===== src/rtl/pb_event_decoder.sv =====
// Push-button event decoder: synchronizer, debounce, and short/long/double-click detection.
// Define PB_AUTO_REPEAT_EN to add auto-repeat pulses while a long press is held.
module pb_event_decoder #(
  parameter int DB_CYC     = 50000,
  parameter int LONG_CYC   = 25000000,
  parameter int DBL_CYC    = 12500000,
  parameter int REPEAT_CYC = 5000000,
  parameter int CNT_W      = 25
) (
  input  logic clk,
  input  logic rst,
  input  logic PB,
  output logic held,
  output logic short_press,
  output logic long_press,
  output logic double_click,
  // repeat is a reserved word, so the auto-repeat pulse carries a suffix
  output logic repeat_pulse
);

  typedef enum logic [2:0] {
    IDLE,
    DB_PRESS,
    HELD,
    DB_REL,
    WAIT_DBL
  } state_t;

  localparam logic [CNT_W-1:0] DB_LAST   = CNT_W'(DB_CYC - 2);
  localparam logic [CNT_W-1:0] LONG_LAST = CNT_W'(LONG_CYC - 1);
  // A lone press is reported a debounce period past the double-click window.
  localparam logic [CNT_W-1:0] WIN_LAST  = CNT_W'(DBL_CYC + DB_CYC - 1);
  localparam logic [CNT_W-1:0] CNT_MAX   = '1;

  if (DB_CYC < 2 || LONG_CYC < 1 || DBL_CYC < 1 || REPEAT_CYC < 1) begin : g_param_check
    $error("pb_event_decoder: illegal timing parameters");
  end

  logic sync1_q, sync2_q, pb_s_q;
  state_t state_q, state_d;
  logic [CNT_W-1:0] db_cnt_q, db_cnt_d;
  logic [CNT_W-1:0] dur_cnt_q, dur_cnt_d;
  logic [CNT_W-1:0] dur_inc;
  logic pending_q, pending_d;
  logic consumed_q, consumed_d;
  logic held_q, held_d;
  logic short_q, short_d;
  logic long_q, long_d;
  logic dbl_q, dbl_d;

`ifdef PB_AUTO_REPEAT_EN
  localparam logic [CNT_W-1:0] RPT_LAST = CNT_W'(REPEAT_CYC - 1);
  logic long_done_q, long_done_d;
  logic [CNT_W-1:0] rpt_cnt_q, rpt_cnt_d;
  logic rpt_q, rpt_d;
`endif

  assign dur_inc = (dur_cnt_q == CNT_MAX) ? dur_cnt_q : dur_cnt_q + 1'b1;

  always_comb begin
    state_d    = state_q;
    db_cnt_d   = db_cnt_q;
    dur_cnt_d  = dur_cnt_q;
    pending_d  = pending_q;
    consumed_d = consumed_q;
    held_d     = held_q;
    short_d    = 1'b0;
    long_d     = 1'b0;
    dbl_d      = 1'b0;
`ifdef PB_AUTO_REPEAT_EN
    long_done_d = long_done_q;
    rpt_cnt_d   = rpt_cnt_q;
    rpt_d       = 1'b0;
    // The repeat timer only runs in HELD, so release bounce merely pauses it.
    if (state_q == HELD && long_done_q) begin
      if (rpt_cnt_q >= RPT_LAST) begin
        rpt_d     = 1'b1;
        rpt_cnt_d = '0;
      end else begin
        rpt_cnt_d = rpt_cnt_q + 1'b1;
      end
    end
`endif

    case (state_q)
      IDLE: begin
        if (!pb_s_q) begin
          state_d  = DB_PRESS;
          db_cnt_d = '0;
        end
      end

      DB_PRESS: begin
        if (pb_s_q) begin
          if (pending_q && dur_cnt_q >= WIN_LAST) begin
            short_d   = 1'b1;
            pending_d = 1'b0;
            state_d   = IDLE;
          end else if (pending_q) begin
            state_d = WAIT_DBL;
          end else begin
            state_d = IDLE;
          end
        end else if (db_cnt_q >= DB_LAST) begin
          state_d   = HELD;
          held_d    = 1'b1;
          dur_cnt_d = '0;
          if (pending_q) begin
            dbl_d      = 1'b1;
            pending_d  = 1'b0;
            consumed_d = 1'b1;
          end
        end else begin
          db_cnt_d = db_cnt_q + 1'b1;
        end
      end

      HELD: begin
        dur_cnt_d = dur_inc;
        if (!consumed_q && dur_cnt_q >= LONG_LAST) begin
          long_d     = 1'b1;
          consumed_d = 1'b1;
`ifdef PB_AUTO_REPEAT_EN
          long_done_d = 1'b1;
          rpt_cnt_d   = '0;
`endif
        end
        if (pb_s_q) begin
          state_d  = DB_REL;
          db_cnt_d = '0;
        end
      end

      DB_REL: begin
        dur_cnt_d = dur_inc;
        if (!pb_s_q) begin
          state_d = HELD;
        end else if (db_cnt_q >= DB_LAST) begin
          held_d = 1'b0;
`ifdef PB_AUTO_REPEAT_EN
          long_done_d = 1'b0;
`endif
          if (consumed_q) begin
            consumed_d = 1'b0;
            state_d    = IDLE;
          end else begin
            pending_d = 1'b1;
            dur_cnt_d = '0;
            state_d   = WAIT_DBL;
          end
        end else begin
          db_cnt_d = db_cnt_q + 1'b1;
        end
      end

      WAIT_DBL: begin
        if (!pb_s_q) begin
          state_d  = DB_PRESS;
          db_cnt_d = '0;
        end else if (dur_cnt_q >= WIN_LAST) begin
          short_d   = 1'b1;
          pending_d = 1'b0;
          state_d   = IDLE;
        end else begin
          dur_cnt_d = dur_inc;
        end
      end

      default: state_d = IDLE;
    endcase
  end

  always_ff @(posedge clk) begin
    if (rst) begin
      sync1_q    <= 1'b1;
      sync2_q    <= 1'b1;
      pb_s_q     <= 1'b1;
      state_q    <= IDLE;
      db_cnt_q   <= '0;
      dur_cnt_q  <= '0;
      pending_q  <= 1'b0;
      consumed_q <= 1'b0;
      held_q     <= 1'b0;
      short_q    <= 1'b0;
      long_q     <= 1'b0;
      dbl_q      <= 1'b0;
    end else begin
      sync1_q    <= PB;
      sync2_q    <= sync1_q;
      pb_s_q     <= sync2_q;
      state_q    <= state_d;
      db_cnt_q   <= db_cnt_d;
      dur_cnt_q  <= dur_cnt_d;
      pending_q  <= pending_d;
      consumed_q <= consumed_d;
      held_q     <= held_d;
      short_q    <= short_d;
      long_q     <= long_d;
      dbl_q      <= dbl_d;
    end
  end

`ifdef PB_AUTO_REPEAT_EN
  always_ff @(posedge clk) begin
    if (rst) begin
      long_done_q <= 1'b0;
      rpt_cnt_q   <= '0;
      rpt_q       <= 1'b0;
    end else begin
      long_done_q <= long_done_d;
      rpt_cnt_q   <= rpt_cnt_d;
      rpt_q       <= rpt_d;
    end
  end

  assign repeat_pulse = rpt_q;
`else
  assign repeat_pulse = 1'b0;
`endif

  assign held         = held_q;
  assign short_press  = short_q;
  assign long_press   = long_q;
  assign double_click = dbl_q;

endmodule

===== config.mk =====
export PLATFORM = sky130hd
export DESIGN_NAME = pb_event_decoder
export DESIGN_NICKNAME = d
export VERILOG_FILES = /design/src/rtl/pb_event_decoder.sv
export SDC_FILE = /design/constraint.sdc
export NUM_CORES = 1
export LEC_CHECK = 0
export CAP_MARGIN = 20
export CORE_MARGIN = 2
export CORE_UTILIZATION = 61
export DETAILED_ROUTE_END_ITERATION = 7
export GPL_TIMING_DRIVEN = 1
export PLACE_DENSITY = 0.84
export SYNTH_ARGS = -nofsm -noshare
export SYNTH_HDL_FRONTEND = slang
export SYNTH_SLANG_ARGS = --single-unit

===== constraint.sdc =====
create_clock -name clk -period 3.3 [get_ports clk]
set_clock_uncertainty 0.1 [all_clocks]
set_input_delay 0.495 -clock clk [delete_from_list [all_inputs] [get_ports clk]]
set_output_delay 0.495 -clock clk [all_outputs]
set_load 0.1 [all_outputs]

### Yosys cells after proc, flatten, opt, wreduce, memory -nomap -nowiden

Index checks and enable logic that the tools add are counted.

* output and inout bits: 5
* flip-flop bits (word level): 62

* magnitude comparators: 3
* $add $sub $neg: 2
* reductions and logical operators: 18
* equal/unequal tests: 22
* bitwise gates (word level): 3
* mux-type cells: 52

Operators with widths (count)
* $mux W25: 13
* $pmux W25 S4: 2
* $add A25 B1 Y25 const B: 2
* $mux W3: 11
* $ne A2 B2 Y1 const B: 13
* $eq A25 B25 Y1 const B: 1
* $ge A25 B16 Y1 const B: 1
* $ge A25 B24 Y1 const B: 1
* $ge A25 B25 Y1 const B: 1
* $mux W1: 21
* $reduce_and A5 Y1: 4
* $pmux W3 S5: 1
* $ne A3 B3 Y1 const B: 4
* $reduce_and A8 Y1: 1
* $reduce_bool A4 Y1: 2
* $reduce_and A7 Y1: 1
* $eq A3 B2 Y1 const B: 2
* $pmux W1 S3: 2
* $reduce_bool A3 Y1: 2
* $pmux W1 S2: 2
* $reduce_or A2 Y1: 2
* $reduce_or A4 Y1: 1
* $eq A3 B1 Y1 const B: 1
* $eq A3 B3 Y1 const B: 1
* other kinds (5): 8

### Logic depth before layout (Yosys ltp)

Gate-level depths: netlist of run 1.

* depth after elaboration: 6
* gate-level depth with buffers: 10
* mapped depth without buffers: 9

### Least setup slack after synthesis of run 1

OpenSTA, ideal clock, no wires.

* path kind: flip-flop to flip-flop
* start: register db_cnt_q[1]
* end: register dur_cnt_q[20]
* period minus slack after synthesis: 2.384 ns
* data arrival time: 2.214 ns
* stages on the path, launching flop included: 9
* setup slack: 0.916 ns
* setup time: 0.070 ns
* data required time: 3.130 ns
* cells stage by stage: dfxtp_1 -> ha_1 -> or4b_4 -> a21oi_4 -> o211ai_4 -> a31oi_4 -> nand4b_1 -> or4_1 -> a21oi_1

* longest elaborated chain between the ends: 4

Ends and longest elaborated chain
* from (decl): line 41 `logic [CNT_W-1:0] db_cnt_q, db_cnt_d;`
* from (signal assigned): line 192 `db_cnt_q <= db_cnt_d;`
* $ge A25 B16 Y1 (*): line 104, 138
* $mux W25: line 138 `end else if (db_cnt_q >= DB_LAST) begin`
* $mux W25: line 136 `if (!pb_s_q) begin`
* $pmux W25 S4: line 85 `case (state_q)`
* to (signal assigned): line 193 `dur_cnt_q <= dur_cnt_d;`
* to (decl): line 42 `logic [CNT_W-1:0] dur_cnt_q, dur_cnt_d;`

Every way passes the cells marked *; elsewhere a longest branch is shown, timed or not.
A chain may end at the register's enable or synchronous reset.

### Worst setup path in the final report of run 1

* start: register dur_cnt_q[0]
* end: register dur_cnt_q[20]

* longest elaborated chain between the ends: 6

Ends and longest elaborated chain
* $add A25 B1 Y25 or $eq A25 B25 Y1 (tied branches): line 58 `assign dur_inc = (dur_cnt_q == CNT_MAX) ? dur_cnt_q : dur_cnt_q + 1'b1;`
* $mux W25: line 58
* $mux W25: line 143 `if (consumed_q) begin`
* $mux W25: line 138
* $mux W25: line 136
* $pmux W25 S4: line 85

Several ways; a longest one is shown, not always the timed one. The select of a mux whose other input is x is not followed.

==> results of run 1 <==
==> power by group <==
part	total, uW	switching (uW)	internal, uW
combinational	53.8	39.2	14.6
sequential	756	3.87	752
clock	623	267	356
total	1430	310	1120
==> cells in the mapped netlist (all sizes together) (2+ instances only) <==
library cell   n
dfxtp         62
nor2          36
a21oi         30
nand2         27
nand3         25
o21ai         18
and2          14
xor2          14
and3          12
or3           12
clkbuf        11
nor3          10
nand4          9
inv            7
nor4           7
buf            6
nand2b         6
o21a           6
or2            6
xnor2          6
o211ai         5
o31ai          5
a21o           4
a31oi          4
and4           4
ha             3
nor2b          3
or4            3
nand4b         2
nor4b          2
o21bai         2
or4b           2
==> critical path, cell delays in order, from the launching register on <==
cell,delay [ns]
dfxtp_1,0.35
ha_1,0.27
a21oi_1,0.16
o21ai_0,0.16
a31oi_2,0.29
a31o_2,0.42
nand4b_1,0.31
or4_1,0.47
a21oi_1,0.14
==> cell families (layout without fill, tap and decap cells) <==
group                      Yosys count  after routing  share of synthesized area (%)
and+or+nand+nor                    183            183                           33.0
AOI/OAI and AO/OA                   83             83                           17.6
DFF                                 62             62                           39.0
buffers and inverters               24             28                           3.34
xor gates and xnor gates            20             20                           5.50
adders and majority gates            3              3                           1.18
other                                1              1                          0.118
muxes                                1              1                          0.314
==> sequential cells by signal, indices dropped and copies added (netlist names) <==
register and flops:
pending_q 1, short_press 1, sync2_q 1, dur_cnt_q 25, state_q 3, long_press 1, pb_s_q 1, held 1
db_cnt_q 25, consumed_q 1, double_click 1, sync1_q 1
==> layout by cell type, fill, tap and decap left out, drive strengths merged, types with 6 or more instances in the layout <==
cell and instances:
nand3 25, nand2 27, o21a 6, inv 7, a21oi 30, nand2b 6, or2 6, nor3 10
and3 12, o21ai 18, xor2 14, dfxtp 62, nand4 9, nor2 36, and2 14, xnor2 6
clkbuf 11, nor4 7, or3 12
==> metal layers <==
metal  track usage (%)  part of all wire [%]
met5                 0                     0
met3              6.52                   4.7
met1              30.5                    47
met2              38.1                    47
met4              12.2                   2.2
==> final timing paths <==
path	start	end	slack, ns	depth (start not counted)
max reg2reg	dur_cnt_q[0]$_SDFFE_PP0P_	dur_cnt_q[20]$_SDFFE_PP0P_	0.53	8
min	sync1_q$_SDFF_PP1_	sync2_q$_SDFF_PP1_	0.33	1
max	dur_cnt_q[0]$_SDFFE_PP0P_	dur_cnt_q[20]$_SDFFE_PP0P_	0.53	8
min reg2reg	sync1_q$_SDFF_PP1_	sync2_q$_SDFF_PP1_	0.33	1
==> layout make-up <==
cell class	instances	area (um^2)
timing repair buffer	8	72.6
inverter	7	26.3
tap	70	87.6
sequential	62	1240
fill	400	1630
clock buffer	11	141
multi-input combinational	291	1840
clock inverter	2	35.0
==> per-stage QoR <==
stage	utilization, %	worst slack (ns)	instances	total power (uW)
finish	67.8	0.532	451	1430
global route	67.8	0.309	451	1480
CTS	67.8	0.537	451	1440
detailed placement	64.3	0.564	438	826
global placement	64.3	0.643	438	826
floorplan	-	0.916	377	815
==> flow_metrics.tcl, run 1 <==
set metrics [dict create \
    crit_path_start_kind "register" \
    gp_congestion 0.890 \
    dieArea_um2 5820 \
    tightestPinTransition_ns 0.980 \
    core_area_um2 5070 \
    final_cell_area_um2 3440 \
    clkSinkCount 62 \
    period_needed_ns 2.77 \
    vias_per_cell 6.04 \
    grt_pass1_wl_um 11500 \
    clkTransAtPathRegs_ns 0.07 \
    placed_cell_area_um2 3270 \
    final_layout_size_suffix_gt1_share_pct 9.45 \
    outcome "completed" \
    synth_warnings 0 \
    rows 26 \
    crit_path_max_fanout 12 \
    holdWs_ns 0.329 \
    slew_headroom_pct 34.5 \
    max_freq_ghz 0.361 \
    timing.max_cap.violations 0 \
    ant_nets 0 \
    layout.nets 385 \
    cts-root-buf "clkbuf_8" \
    crit_type "register to register" \
    first_iter_violations 152 \
    clk_latency_ns 0.34 \
    dr.pass1.iters 4 \
    grt_pass1_vias 2599 \
    ctsLongestPathBuffers 2 \
    start_util_pct 62.8 \
    ys_seq_elements 62 \
    yosys-top-cells-area "dfxtp_1 39%, a21oi_1 4.4%, nor2_1 4.2%" \
    cts_made_buffers 9 \
    p_leak_uw 0.00118 \
    setup_violations 0 \
    syn_area_um2 3190 \
    worstPathArrival_ns 2.93 \
    powerDensity_nw_per_um2 416 \
    vias 2724 \
    finalWirelength_um 6470 \
    yosys.cell_types.count 61 \
    synth_edf_count 0 \
    post_drt_wl_per_cell_um 14.4 \
    yosysTopAreaCell "dfxtp_1" \
    die_y_um 76.3 \
    syn_nets 383 \
    grt_max_degree 25 \
    pin_count 8 \
    rsz0062_at_grt "false" \
    die_x_um 76.3 \
    cts_tree "built" \
    remaining_drc_errors 0 \
    ctsHoldBuffers 0 \
    synth_area_per_cell_um2 8.45 \
    yosysTopAreaCellShare_pct 39.0 \
    async_flop_share_pct 0 \
    htree_levels 3 \
    dp_hpwl_um 4530 \
    grt_overflow 0 \
    hold_violations 0 \
    ir_drop_mv 0.252 \
    post-route-period-util_pct 83.9 \
    critPathRequiredTime_ns 3.46 \
    portBuffers 6 \
    netlist_instances 377 \
    ctsResizeCount 0 \
    end_kind "register" \
    post_cts_buffers 0 \
    n_antenna_cell 0 \
    synth_flop_cell "dfxtp_1" \
    yosysSeqAreaShare_pct 39.0 \
    antenna_found_initial 0 \
    grt_usage_pct 24.2 \
    slew_violations 0 \
    hp-class "register to register" \
    tns_ns 0 \
    syn_to_final_growth_pct 8.05 \
]
Note: power is estimated with default switching activity, not from simulation.
==> run 2: changes to the inputs <==
clock period = 2.64 ns   (was 3.3 ns; I/O delays follow)
==> run 2 against run 1 <==
Clock-buffer cell count stayed put. Flip-flop and latch count unchanged. Maximum frequency grew 6.3%. Worst setup slack lost 0.50 ns. Largest cell class unchanged.
==> flow_metrics.tcl, run 2 (same netlist as run 1, synthesis figures left out) <==
set metrics [dict create \
    outcome "completed" \
    multi_input_area_um2 1870 \
    min_path_cells 1 \
    die_x_um 76.3 \
    layout.nets 401 \
    finalWirelength_um 7300 \
    cpPeakStageDelay_ns 0.59 \
    r2r_start "db_cnt_q[0]$_SDFFE_PP0P_" \
    postLayoutCoreUtil_pct 71.7 \
    powerDensity_nw_per_um2 546 \
    dieArea_um2 5820 \
    seq_area_um2 1240 \
    cts-root-buf "clkbuf_8" \
    rrSetupSlack_ns 0.03 \
    grt_usage_pct 26.1 \
    most-common-layout-cells "61 x dfxtp_1, 36 x nor2_1, 26 x nand2_1, 25 x a21oi_1, 23 x nand3_1" \
    vias_per_cell 6.11 \
    grt_pass1_wl_um 12300 \
    setup_ws_ns 0.0350 \
    top_regs "db_cnt_q (25), dur_cnt_q (25), state_q (3)" \
    antenna_found_initial 0 \
    post_drt_wl_per_cell_um 15.5 \
    grt_overflow 0 \
    final_common_cell "dfxtp_1" \
    critPathSlowestCell "or4_4" \
    start_util_pct 62.8 \
    n_antenna_cell 0 \
    rows 26 \
    remaining_drc_errors 0 \
    critPathRequiredTime_ns 2.84 \
    grt_pass1_vias 2694 \
    cp_cell_sequence "inv_2 -> ha_4 -> or4b_4 -> a21oi_4 -> o211ai_4 -> a31oi_4 -> nand4b_1 -> or4_4 -> a21oi_2" \
    p_leak_uw 0.00129 \
    dp.cells 449 \
    crit_path_max_fanout 5 \
    min_to "pb_s_q$_SDFF_PP1_" \
    post-route-period-util_pct 98.7 \
    min_from "sync2_q$_SDFF_PP1_" \
    cp_top_family "simple AND/OR/NAND/NOR gates" \
    hold_violations 0 \
    pin_count 8 \
    pre_cts_ws_ns 0.0642 \
    die_y_um 76.3 \
    ir_drop_mv 0.555 \
    r2r_cells 9 \
    final_layout_size_suffix_gt1_share_pct 16.5 \
    slew_headroom_pct 61.6 \
    reg2reg_to "dur_cnt_q[20]$_SDFFE_PP0P_" \
    grt_max_degree 17 \
    ant_nets 0 \
    cts_tree "built" \
    p_total_uw 1990 \
    core_area_um2 5070 \
    vias 2874 \
    portBuffers 6 \
    tightestPinTransition_ns 0.571 \
    syn_to_final_growth_pct 14.3 \
    finalNonFillerCells 470 \
    hp-class "register to register" \
    placed_cell_area_um2 3340 \
    clk_latency_ns 0.36 \
    clkTransAtPathRegs_ns 0.08 \
    worstPathArrival_ns 2.81 \
    end_kind "register" \
    crit_buf_inv 1 \
    cts_made_buffers 9 \
    setup_violations 0 \
    dr.pass1.iters 5 \
    timing.max_cap.violations 0 \
    slew_violations 0 \
    max_freq_ghz 0.384 \
    crit_type "register to register" \
    gp_congestion 0.918 \
    htree_levels 3 \
    period_needed_ns 2.61 \
    first_iter_violations 269 \
    crit_path_start_kind "register" \
    fillers 390 \
    final_cell_area_um2 3640 \
    clkSinkCount 62 \
    ctsLongestPathBuffers 2 \
    dp_hpwl_um 4770 \
]
-- run 2: area by class of cell --
class / instances / share of cell area [%]
clock buffer: 11 / 4.16
clock inverter: 5 / 2.23
sequential: 62 / 34.1
multi-input combinational: 291 / 51.3
tap: 70 / 2.41
timing repair buffer: 24 / 5.09
inverter: 7 / 0.722
-- run 2: repair_timing --
item	in CTS	in global routing
hold buffers	0	0
resized for setup	0	8
buffers inserted	0	5
endpoints found under the setup margin	0	12
-- run 2: per-layer routing --
layer,part of all wire [%],GRT usage (%)
met1,45,32.8
met2,47,41.2
met3,6.1,8.41
met4,2.6,11.5
met5,0,0
-- run 2: stage by stage --
stage | hold WS [ns] | TNS (ns)
after floorplan | 0.289 | 0
final | 0.319 | 0
after CTS | 0.329 | 0
after global placement | 0.295 | 0
after detailed placement | 0.305 | 0
after global routing | 0.339 | -0.0280
-- run 2: how the worst max path moves through the flow --
stage                        startpoint                          to  slack [ns]  cells past startpoint
6_report       db_cnt_q[0]$_SDFFE_PP0P_  dur_cnt_q[20]$_SDFFE_PP0P_        0.03                      9
5_1_grt        db_cnt_q[0]$_SDFFE_PP0P_  dur_cnt_q[18]$_SDFFE_PP0P_       -0.01                     10
4_1_cts        db_cnt_q[0]$_SDFFE_PP0P_  dur_cnt_q[12]$_SDFFE_PP0P_        0.02                     10
3_5_place_dp   db_cnt_q[0]$_SDFFE_PP0P_  dur_cnt_q[12]$_SDFFE_PP0P_        0.06                     10
3_3_place_gp   db_cnt_q[0]$_SDFFE_PP0P_  dur_cnt_q[13]$_SDFFE_PP0P_        0.16                     10
2_1_floorplan  db_cnt_q[1]$_SDFFE_PP0P_  dur_cnt_q[20]$_SDFFE_PP0P_        0.26                      8
-- run 2: where the power goes --
part	leakage [uW]	switching [uW]	internal, uW	total, uW
logic	0.000669	53.9	24.1	78.1
registers	0.000500	5.64	940	946
clock network	0.000116	382	582	964
total	0.00129	441	1550	1990
